===== src/rtl/ccff_bitstream_loader.sv =====
`timescale 1ns/1ps
// Serializes exactly CHAIN_LEN configuration bits from a word stream onto ccff_head,
// then checks a trailer word against a CRC-8 (poly 0x07, LSB-first) of those bits.
module ccff_bitstream_loader #(
  parameter int WORD_W    = 8,
  parameter int CHAIN_LEN = 20
) (
  input  logic              prog_clk,
  input  logic              prog_rst_n,
  input  logic              start,
  input  logic              abort,
  input  logic [WORD_W-1:0] s_data,
  input  logic              s_valid,
  output logic              s_ready,
  output logic              ccff_head,
  output logic              ccff_shift_en,
  output logic              busy,
  output logic              done,
  output logic              crc_err
);
  localparam int CW = $clog2(CHAIN_LEN + 1);
  localparam int WW = $clog2(WORD_W + 1);
  localparam int BW = ((CW > WW) ? CW : WW) + 1;
  localparam logic [BW-1:0] LEN_B  = BW'(CHAIN_LEN);
  localparam logic [BW-1:0] WORD_B = BW'(WORD_W);
  localparam logic [BW-1:0] ONE_B  = BW'(1);

  typedef enum logic [1:0] {S_IDLE, S_LOAD, S_CHECK, S_DONE} state_t;
  state_t state_q, state_d;

  logic [WORD_W-1:0] shreg_q, shreg_d;
  logic [BW-1:0]     wbits_q, wbits_d;
  logic [BW-1:0]     cnt_q, cnt_d;
  logic [7:0]        crc_q, crc_d;
  logic              crc_err_q, crc_err_d;
  logic              head_q, head_d;
  logic              shift_en_q, shift_en_d;

  logic          shifting, last_bit, accept, begin_load, fb;
  logic [BW-1:0] remaining;
  logic [7:0]    crc_shift;

  // remaining = bits neither issued nor already sitting in shreg
  assign remaining  = LEN_B - cnt_q - wbits_q;
  assign shifting   = (state_q == S_LOAD) && (wbits_q != '0);
  assign last_bit   = shifting && ((cnt_q + ONE_B) == LEN_B);
  assign accept     = s_valid && s_ready;
  assign begin_load = start && ((state_q == S_IDLE) || (state_q == S_DONE));

  always_ff @(posedge prog_clk or negedge prog_rst_n) begin
    if (!prog_rst_n) begin
      state_q <= S_IDLE;
    end else begin
      state_q <= state_d;
    end
  end

  always_comb begin
    state_d = state_q;
    if (abort) begin
      state_d = S_IDLE;
    end else begin
      case (state_q)
        S_IDLE, S_DONE: if (start)    state_d = S_LOAD;
        S_LOAD:         if (last_bit) state_d = S_CHECK;
        S_CHECK:        if (accept)   state_d = S_DONE;
        default:                      state_d = S_IDLE;
      endcase
    end
  end

  always_comb begin
    s_ready = 1'b0;
    busy    = 1'b0;
    done    = 1'b0;
    case (state_q)
      S_LOAD: begin
        // wbits==1 implies a shift this cycle, so the next word lands without a bubble
        s_ready = (wbits_q <= ONE_B) && (remaining != '0);
        busy    = 1'b1;
      end
      S_CHECK: begin
        s_ready = 1'b1;
        busy    = 1'b1;
      end
      S_DONE:  done = 1'b1;
      default: ;
    endcase
  end

  always_comb begin
    shreg_d    = shreg_q;
    wbits_d    = wbits_q;
    cnt_d      = cnt_q;
    crc_d      = crc_q;
    crc_err_d  = crc_err_q;
    head_d     = head_q;
    shift_en_d = 1'b0;
    fb         = crc_q[7] ^ shreg_q[0];
    crc_shift  = {crc_q[6:0], 1'b0} ^ (fb ? 8'h07 : 8'h00);
    if (abort) begin
      wbits_d   = '0;
      crc_err_d = 1'b0;
    end else if (begin_load) begin
      cnt_d     = '0;
      crc_d     = '0;
      crc_err_d = 1'b0;
      wbits_d   = '0;
    end else begin
      if (shifting) begin
        head_d     = shreg_q[0];
        shift_en_d = 1'b1;
        shreg_d    = shreg_q >> 1;
        wbits_d    = wbits_q - ONE_B;
        cnt_d      = cnt_q + ONE_B;
        crc_d      = crc_shift;
      end
      if (accept && (state_q == S_LOAD)) begin
        shreg_d = s_data;
        wbits_d = (remaining > WORD_B) ? WORD_B : remaining;
      end
      if (accept && (state_q == S_CHECK)) begin
        crc_err_d = (s_data[7:0] != crc_q);
      end
    end
  end

  always_ff @(posedge prog_clk or negedge prog_rst_n) begin
    if (!prog_rst_n) begin
      shreg_q    <= '0;
      wbits_q    <= '0;
      cnt_q      <= '0;
      crc_q      <= '0;
      crc_err_q  <= 1'b0;
      head_q     <= 1'b0;
      shift_en_q <= 1'b0;
    end else begin
      shreg_q    <= shreg_d;
      wbits_q    <= wbits_d;
      cnt_q      <= cnt_d;
      crc_q      <= crc_d;
      crc_err_q  <= crc_err_d;
      head_q     <= head_d;
      shift_en_q <= shift_en_d;
    end
  end

  assign ccff_head     = head_q;
  assign ccff_shift_en = shift_en_q;
  assign crc_err       = crc_err_q;

endmodule


===== config.mk =====
export PLATFORM = sky130hd
export DESIGN_NAME = ccff_bitstream_loader
export DESIGN_NICKNAME = d
export VERILOG_FILES = /design/src/rtl/ccff_bitstream_loader.sv
export SDC_FILE = /design/constraint.sdc
export NUM_CORES = 1
export LEC_CHECK = 0
export CORE_UTILIZATION = 57
export CTS_CLUSTER_DIAMETER = 40
export CTS_CLUSTER_SIZE = 10
export DETAILED_ROUTE_END_ITERATION = 7
export PLACE_DENSITY = 0.82
export SYNTH_ARGS = -nofsm -noshare
export SYNTH_HDL_FRONTEND = slang
export SYNTH_SLANG_ARGS = --single-unit
export TNS_END_PERCENT = 100

===== constraint.sdc =====
create_clock -name prog_clk -period 3 [get_ports prog_clk]
set_clock_uncertainty 0.1 [all_clocks]
set_input_delay 0.6 -clock prog_clk [delete_from_list [all_inputs] [get_ports prog_clk]]
set_output_delay 0.6 -clock prog_clk [all_outputs]
set_load 0.05 [all_outputs]

==> flow_metrics.tcl, run 1 <==
set metrics [dict create \
    fin_area_um2 2590 \
    post_dp_cell_area_um2 2421 \
    grtUsageTotal 0.2707 \
    cts_inserted_buffers 5 \
    powerDensity_nw_per_um2 738.5 \
    pwr-share-clk 0.224 \
    cts-root-buf "clkbuf_8" \
    die_h_um 63.00 \
    crit_type "register to primary output" \
    tightestPinTransition_ns 0.4934 \
    slew_violations 0 \
    gp_congestion 0.8260 \
    core_um2 3442 \
    rr_worst_depth 11 \
    hold_path_depth 2 \
    yosysTopAreaCellShare 0.3894 \
    crit_chain "ha_1, inv_1, ha_2, fa_2, a21o_1, a21oi_2, xnor2_2, o21a_2, buf_12" \
    fin_cells 304 \
    fin_nets 288 \
    async_flop_share 1.000 \
    yosys.area.top_type "dfrtp_1" \
    cts_tree "built" \
    synth.avg_cell_area_um2 9.553 \
    timing.slew.headroom 0.6700 \
    cp_slowest_cell "dfrtp_1" \
    ctsLongestPathBuffers 2 \
    finalPower_mw 1.913 \
    setup.worst_path.end_class "primary output" \
    postCtsHoldBufs 0 \
    ys_types 48 \
    path_max_fanout 4 \
    slowest_delay_ns 0.38 \
    r2r-start "wbits_q[1]$_DFFE_PN0P_" \
    ys_ff_latch 33 \
    h-tree-depth 2 \
    crit-reg2reg-capture "shreg_q[2]$_DFFE_PN0P_" \
    setup_violations 1 \
    dpl.cell_count 292 \
    drtPass1Iterations 5 \
    synth_nets 253 \
    min-delay-start "ccff_head$_DFFE_PN0P_" \
    dp.final_hpwl_mm 3.527 \
    arrival_ns 2.40 \
    violations "negative setup slack" \
    drt_iter0_drc 104 \
    report.final.hold_viol_count 0 \
    clkTransAtPathRegs_ns 0.08 \
    holdPathEnd "ccff_head$_DFFE_PN0P_" \
    port_buffers 18 \
    fillers 246 \
    synthCells 222 \
    regArea_um2 825.8 \
    vdd_drop_max_mv 0.5248 \
    final_cell_mix "33 x dfrtp_1, 28 x nand2_1, 18 x nor2_1" \
    rows 21 \
    drv_cap 0 \
    layout_commonest_cell "dfrtp_1" \
    synth_ff_type "dfrtp_1" \
    grt_pass1_wl_mm 8.266 \
    critPathBufInv 2 \
    multi_input_area_um2 1229 \
    area_growth_pct 22.12 \
    routed_wl_mm 4.806 \
    grt_max_degree 34 \
    clk_latency_ns 0.28 \
    leakagePower_nw 1.150 \
    fin_ws_ns -0.1025 \
    timing.reg2reg.setup_slack_ns 0.13 \
    status "finished with violations" \
    fmax_mhz 322.3 \
    antenna_found_initial 0 \
    syn_area_um2 2121 \
    p_seq_frac 0.312 \
    cp.required_ns 2.30 \
    p_comb_frac 0.464 \
    critPathLaunchType "register" \
    period_share 1.034 \
    vias 1728 \
    yosys_warnings 0 \
    cts.sinks 33 \
    synth_edf_count 0 \
    swShare 0.3937 \
    ys_seq_area_frac 0.3894 \
    min_period_ns 3.103 \
    overflow 0 \
    io_pins 19 \
    rsz0062_at_grt "yes" \
    dieArea_um2 3968 \
    diodes 0 \
    vias_per_cell 5.684 \
    initial_core_util 0.6161 \
    die_w_um 63.00 \
    drc 0 \
    min_path_type "register to register" \
    postRouteAntennaNets 0 \
    crit_family "adder cells" \
    switchingPower_uw 753.1 \
    route.detailed.wl_per_inst_um 15.81 \
    synth_area_leaders "dfrtp_1 39%, ha_1 10%, xnor2_1 5.4%" \
    p_int_mw 1.160 \
    drive_gt1_frac 0.1783 \
    grt_pass1_vias 1761 \
]
## synth_stat cells, types with 3 or more instances
library cell / count
dfrtp_1: 33
nand2_1: 28
nor2_1: 18
ha_1: 17
inv_1: 17
xnor2_1: 13
o21ai_0: 10
a21oi_1: 9
o221a_2: 7
xor2_1: 7
a22o_1: 6
nand3_1: 5
a211oi_1: 3
a21o_1: 3
nand2b_1: 3
nor3_1: 3
or3_1: 3
## tightest hold or removal path, stage by stage, from the launching register on
cell and delay, ns:
dfrtp_1 0.35, nand2_1 0.05, nand2_1 0.06
## area by class of cell
type / count / share of cell area
clock inverter: 3 / 0.01787
sequential: 33 / 0.3188
inverter: 18 / 0.02609
multi-input combinational: 167 / 0.4744
tap: 46 / 0.02222
timing repair buffer: 32 / 0.1140
clock buffer: 5 / 0.02657
## power groups by stage
stage | clock network (mW) | registers, mW | logic (mW)
after floorplan | 0 | 0.618 | 0.569
after global placement | 0 | 0.601 | 0.811
after detailed placement | 0 | 0.604 | 0.838
after CTS | 0.434 | 0.596 | 0.881
after global routing | 0.452 | 0.605 | 0.968
final | 0.428 | 0.597 | 0.888
## state kept, by name, summed over array words and instances, names as in the netlist
name	count
state_q	2
crc_err	1
ccff_shift_en	1
crc_q	8
ccff_head	1
shreg_q	8
cnt_q	6
wbits_q	6
## timing repair
| action | CTS | global route |
|---|---|---|
| endpoints found under the hold margin | 0 | 0 |
| buffers inserted | 3 | 1 |
| endpoints found under the setup margin | 2 | 7 |
| resized for setup | 5 | 0 |
| pin swaps | 4 | 2 |
## cell families (layout without fill, tap and decap cells)
kind of cell    Yosys count  in the layout  share of synthesized area
compound gates           53             53                     0.1917
simple gates             74             74                     0.1711
mux                       1              1                   0.004720
flops                    33             33                     0.3894
xor+xnor                 21             21                    0.09027
buf+inv                  22             58                    0.04306
fa+ha+maj                18             18                     0.1097
## per-layer routing
metal | GRT usage | vias up | wire, um
li1 | - | 851 | -
met1 | 0.3787 | 824 | 2350
met2 | 0.4301 | 49 | 2183
met3 | 0.04927 | 4 | 232
met4 | 0.06977 | 0 | 39
met5 | 0 | - | 0
## how the worst max path moves through the flow
stage / start / to / slack, ns / cells past startpoint
after floorplan: cnt_q[1]$_DFFE_PN0P_ / s_ready / 0.04 / 8
after CTS: wbits_q[1]$_DFFE_PN0P_ / s_ready / -0.12 / 9
after global routing: cnt_q[1]$_DFFE_PN0P_ / s_ready / -0.19 / 9
after detailed placement: wbits_q[1]$_DFFE_PN0P_ / shreg_q[2]$_DFFE_PN0P_ / 0.02 / 11
after global placement: wbits_q[1]$_DFFE_PN0P_ / s_ready / 0.08 / 9
final: wbits_q[1]$_DFFE_PN0P_ / s_ready / -0.10 / 9
## metrics by stage
stage | worst slack (ns) | setup TNS [ns] | hold slack [ns] | util
finish | -0.1025 | -0.1025 | 0.3887 | 0.7525
global route | -0.1943 | -0.1943 | 0.4161 | 0.7525
CTS | -0.1152 | -0.1152 | 0.3914 | 0.7503
detailed placement | 0.01808 | 0 | 0.3674 | 0.7034
global placement | 0.07805 | 0 | 0.3665 | 0.7034
floorplan | 0.04440 | 0 | 0.2044 | -
Note: power is estimated with default switching activity, not from simulation.
==> run 2, diff against run 1 <==
Clock period 3 ns to 2.9 ns, I/O delays scaled along.
==> flow_metrics.tcl, run 2 (synthesis gave the netlist of run 1 again) <==
set metrics [dict create \
    status "finished with violations" \
    routed_wl_mm 5.364 \
    crit-reg2reg-capture "wbits_q[0]$_DFFE_PN0P_" \
    die_w_um 63.00 \
    critPathLaunchType "register" \
    grtUsageTotal 0.2921 \
    cp_slowest_cell "dfrtp_1" \
    final.setup.tns_ns -0.2264 \
    setup.worst_path.end "s_ready" \
    path_max_fanout 3 \
    diodes 0 \
    vdd_drop_max_mv 0.5080 \
    clk_latency_ns 0.28 \
    startpoint "wbits_q[1]$_DFFE_PN0P_" \
    cp.required_ns 2.22 \
    holdWs_ns 0.4033 \
    layout_commonest_cell "dfrtp_1" \
    drv_cap 0 \
    vias_per_cell 5.840 \
    drc 0 \
    antenna_found_initial 0 \
    tightestPinTransition_ns 0.5013 \
    top_regs "crc_q (8), shreg_q (8)" \
    dp.final_hpwl_mm 3.581 \
    rows 21 \
    dpl.cell_count 299 \
    drt_iter0_drc 138 \
    cts.sinks 33 \
    cts-root-buf "clkbuf_8" \
    fin_nets 296 \
    arrival_ns 2.45 \
    slew_violations 0 \
    crit_type "register to primary output" \
    overflow 0 \
    route.detailed.wl_per_inst_um 17.19 \
    setup.worst_path.end_class "primary output" \
    report.final.hold_viol_count 0 \
    crit_chain "ha_1, inv_1, ha_2, fa_2, a21o_1, a21oi_2, xnor2_2, o21a_4, buf_12" \
    h-tree-depth 2 \
    place_ws_ns -0.008232 \
    area_growth_pct 29.68 \
    setup_violations 1 \
    cts_inserted_buffers 5 \
    min_period_ns 3.126 \
    period_share 1.078 \
    cts_tree "built" \
    timing.reg2reg.setup_slack_ns 0.04 \
    grt_max_degree 34 \
    fillers 213 \
    initial_core_util 0.6161 \
    io_pins 19 \
    postRouteAntennaNets 0 \
    drtPass1Iterations 4 \
    slowest_delay_ns 0.39 \
    drive_gt1_frac 0.2105 \
    postCtsHoldBufs 0 \
    core_um2 3442 \
    leakagePower_nw 1.212 \
    dieArea_um2 3968 \
    clkTransAtPathRegs_ns 0.07 \
    violations "negative setup slack" \
    rr_worst_depth 11 \
    vias 1822 \
    grt_pass1_wl_mm 8.845 \
    fin_ws_ns -0.2264 \
    fin_cells 312 \
    port_buffers 18 \
    min_path_type "register to register" \
    post-route-util 0.7990 \
    powerDensity_nw_per_um2 756.3 \
    grt_pass1_vias 1819 \
    timing.slew.headroom 0.6648 \
    r2r-start "wbits_q[1]$_DFFE_PN0P_" \
    gp_congestion 0.8695 \
    rsz0062_at_grt "yes" \
    ctsLongestPathBuffers 2 \
    fmax_mhz 319.9 \
    fin_area_um2 2750 \
    finalPower_mw 2.080 \
    die_h_um 63.00 \
    post_dp_cell_area_um2 2492 \
    final_cell_mix "33 x dfrtp_1, 28 x nand2_1, 20 x buf_4" \
]
-- run 2: cell count changes in the layout (fill, tap and decap cells not counted), sizes merged --
cell,before,now
buf,15,23
-- run 2: final cells by class --
| class | count | area, um2 | share of cell area |
|---|---|---|---|
| repair buffers | 40 | 371.6 | 0.1351 |
| clock buffers | 5 | 68.82 | 0.02502 |
| multi-input cells | 167 | 1313 | 0.4773 |
| flip-flops and latches | 33 | 825.8 | 0.3003 |
| clock inverters | 3 | 46.29 | 0.01683 |
| inverters | 18 | 67.56 | 0.02457 |
| well taps | 46 | 57.56 | 0.02093 |
-- run 2: metal layers --
| metal | global-route usage | routed length (um) | vias to the layer above | part of all wire |
|---|---|---|---|---|
| met4 | 0.06977 | 23 | 0 | 0.0043 |
| met3 | 0.07117 | 252 | 2 | 0.047 |
| met5 | 0 | 0 | - | 0 |
| li1 | - | - | 874 | - |
| met1 | 0.4019 | 2588 | 892 | 0.48 |
| met2 | 0.4610 | 2500 | 54 | 0.47 |
-- run 2: where the power goes --
| part | internal [mW] | total [mW] | switching (mW) |
|---|---|---|---|
| Sequential | 0.547 | 0.628 | 0.0811 |
| Combinational | 0.456 | 1.01 | 0.557 |
| Clock | 0.257 | 0.439 | 0.182 |
-- run 2: critical path: cells and delay by family (launching register included) --
| kind | cells | cell delay (ns) |
|---|---|---|
| buffers and inverters | 2 | 0.18 |
| adder cells (fa/ha/maj) | 3 | 0.85 |
| flip-flops | 1 | 0.39 |
| XOR/XNOR | 1 | 0.11 |
| AO/OA/AOI/OAI | 3 | 0.64 |
-- run 2: worst min-delay path by stage --
stage / start / to / slack [ns] / depth (start not counted)
after global routing: ccff_head$_DFFE_PN0P_ / ccff_head$_DFFE_PN0P_ / 0.44 / 2
final: ccff_head$_DFFE_PN0P_ / ccff_head$_DFFE_PN0P_ / 0.40 / 2
after detailed placement: ccff_head$_DFFE_PN0P_ / ccff_head$_DFFE_PN0P_ / 0.39 / 2
after floorplan: prog_rst_n / ccff_head$_DFFE_PN0P_ / 0.18 / 0
after global placement: ccff_head$_DFFE_PN0P_ / ccff_head$_DFFE_PN0P_ / 0.37 / 2
after CTS: ccff_head$_DFFE_PN0P_ / ccff_head$_DFFE_PN0P_ / 0.41 / 2
-- run 2: repair_timing --
item	CTS	global route
pin swaps	3	14
resized for setup	3	13
setup buffers	2	3
endpoints found under the setup margin	10	11
==> run 3, diff against run 2 <==
Settings changed: REMOVE_ABC_BUFFERS set to 1.
==> flow_metrics.tcl, run 3 (synthesis gave the netlist of run 1 again) <==
set metrics [dict create \
    gp_congestion 0.9231 \
    fin_nets 297 \
    fin_area_um2 2655 \
    antenna_found_initial 0 \
    hold_path_depth 2 \
    dieArea_um2 3968 \
    slew_violations 0 \
    drt_iter0_drc 134 \
    p_comb_frac 0.505 \
    port_buffers 18 \
    fin_cells 313 \
    cts_inserted_buffers 5 \
    dpl.cell_count 300 \
    p_seq_frac 0.319 \
    crit-reg2reg-capture "wbits_q[1]$_DFFE_PN0P_" \
    slowest_delay_ns 0.38 \
    setup.worst_path.end "s_ready" \
    met3WireLength_um 153 \
    wl_met1_mm 2.414 \
    top_regs "crc_q (8), shreg_q (8)" \
    io_pins 19 \
    setup.worst_path.end_class "primary output" \
    cts.sinks 33 \
    switchingPower_uw 790.2 \
    grt_pass1_wl_mm 8.411 \
    startpoint "cnt_q[1]$_DFFE_PN0P_" \
    final_cell_mix "33 x dfrtp_1, 27 x nand2_1, 22 x buf_4" \
    diodes 0 \
    top_layer "met4" \
    critPathLaunchType "register" \
    overflow 0 \
    period_share 1.065 \
    grtUsageTotal 0.2774 \
    drv_cap 0 \
    routed_wl_mm 5.073 \
    powerDensity_nw_per_um2 723.6 \
    layout_commonest_cell "dfrtp_1" \
    drtPass1Iterations 6 \
    grt_pass1_vias 1793 \
    vias 1780 \
    path_max_fanout 3 \
    crit_chain "ha_1, inv_1, ha_2, fa_2, a21o_1, a21oi_2, xnor2_2, o21a_1, buf_12" \
    crit_type "register to primary output" \
    dp.final_hpwl_mm 3.489 \
    status "finished with violations" \
    core_um2 3442 \
    rr_worst_depth 11 \
    clkTransAtPathRegs_ns 0.07 \
    die_h_um 63.00 \
    cp.required_ns 2.22 \
    postCtsHoldBufs 0 \
    violations "negative setup slack" \
    leakagePower_nw 1.193 \
    tightestPinTransition_ns 0.5268 \
    route.detailed.wl_per_inst_um 16.21 \
    min_path_type "register to register" \
    drc 0 \
    vias_per_cell 5.687 \
    timing.reg2reg.setup_slack_ns 0.12 \
    cts_tree "built" \
    vdd_drop_max_mv 0.4445 \
    rsz0062_at_grt "yes" \
    setup_violations 1 \
    pwr-share-clk 0.176 \
    ctsLongestPathBuffers 2 \
    timing.slew.headroom 0.6462 \
    die_w_um 63.00 \
    drive_gt1_frac 0.2135 \
    cp_slowest_cell "dfrtp_1" \
    fmax_mhz 323.8 \
    fin_ws_ns -0.1882 \
    arrival_ns 2.41 \
    dr_wl_met2_mm 2.432 \
    r2r-start "cnt_q[1]$_DFFE_PN0P_" \
    postRouteAntennaNets 0 \
    cts-root-buf "clkbuf_8" \
    finalPower_mw 1.921 \
    grt_max_degree 34 \
    post_dp_cell_area_um2 2492 \
    min_period_ns 3.088 \
    report.final.hold_viol_count 0 \
    swShare 0.4113 \
    h-tree-depth 2 \
    rows 21 \
    area_growth_pct 25.19 \
    clk_latency_ns 0.29 \
    p_int_mw 1.131 \
    initial_core_util 0.6161 \
]
[run 3: cell types whose count changed in the layout (fill, tap and decap cells not counted), moves of 2 or more]
cell / previous run / this run
o221a_2: 0 / 7
o221a_4: 7 / 0
buf_4: 20 / 22
clkinv_2: 0 / 2
nand2_2: 0 / 2
[run 3: worst max-delay path, delay by kind of cell, from the launching register on]
kind / cells / cell delay, ns
compound gates: 3 / 0.60
xor+xnor: 1 / 0.13
fa+ha+maj: 3 / 0.83
buf+inv: 2 / 0.19
flops: 1 / 0.38
[run 3: through the flow]
step	TNS [ns]	utilization	worst slack [ns]	hold WS, ns
after floorplan	-0.1590	-	-0.1590	0.1844
after global placement	0	0.7241	0.05674	0.3732
after detailed placement	0	0.7241	0.02747	0.3715
after CTS	-0.2061	0.7637	-0.2061	0.3879
after global routing	-0.2813	0.7714	-0.2673	0.4014
final	-0.1882	0.7714	-0.1882	0.3832
[run 3: metal layers]
metal,vias to the layer above,track usage
met3,7,0.04927
li1,871,-
met4,0,0.09012
met1,871,0.3620
met5,-,0
met2,31,0.4624
[run 3: layout make-up]
class / count / area (um2)
Clock buffer: 6 / 72.57
Clock inverter: 2 / 10.01
Fill cell: 238 / 787.0
Inverter: 18 / 67.56
Multi-Input combinational cell: 167 / 1246
Sequential cell: 33 / 825.8
Tap cell: 46 / 57.56
Timing Repair Buffer: 41 / 375.4
[run 3: what timing repair did]
item | in CTS | in global routing
setup buffers | 4 | 3
gates resized for setup | 5 | 4
setup endpoints to repair | 7 | 10
cloned | 0 | 0
pin swaps | 6 | 7
[run 3: how the worst min path moves through the flow]
stage,start,end,slack [ns]
2_1_floorplan,prog_rst_n,ccff_head$_DFFE_PN0P_,0.18
3_3_place_gp,ccff_head$_DFFE_PN0P_,ccff_head$_DFFE_PN0P_,0.37
3_5_place_dp,ccff_head$_DFFE_PN0P_,ccff_head$_DFFE_PN0P_,0.37
4_1_cts,ccff_head$_DFFE_PN0P_,ccff_head$_DFFE_PN0P_,0.39
5_1_grt,ccff_head$_DFFE_PN0P_,ccff_head$_DFFE_PN0P_,0.40
6_report,ccff_head$_DFFE_PN0P_,ccff_head$_DFFE_PN0P_,0.38
[run 3: power by group through the flow]
stage          clock network (mW)  registers [mW]  logic (mW)
3_3_place_gp                    0           0.616       0.868
2_1_floorplan                   0           0.639       0.582
4_1_cts                     0.338           0.611       0.942
3_5_place_dp                    0           0.618       0.893
6_report                    0.338           0.613       0.970
5_1_grt                     0.355           0.623        1.05
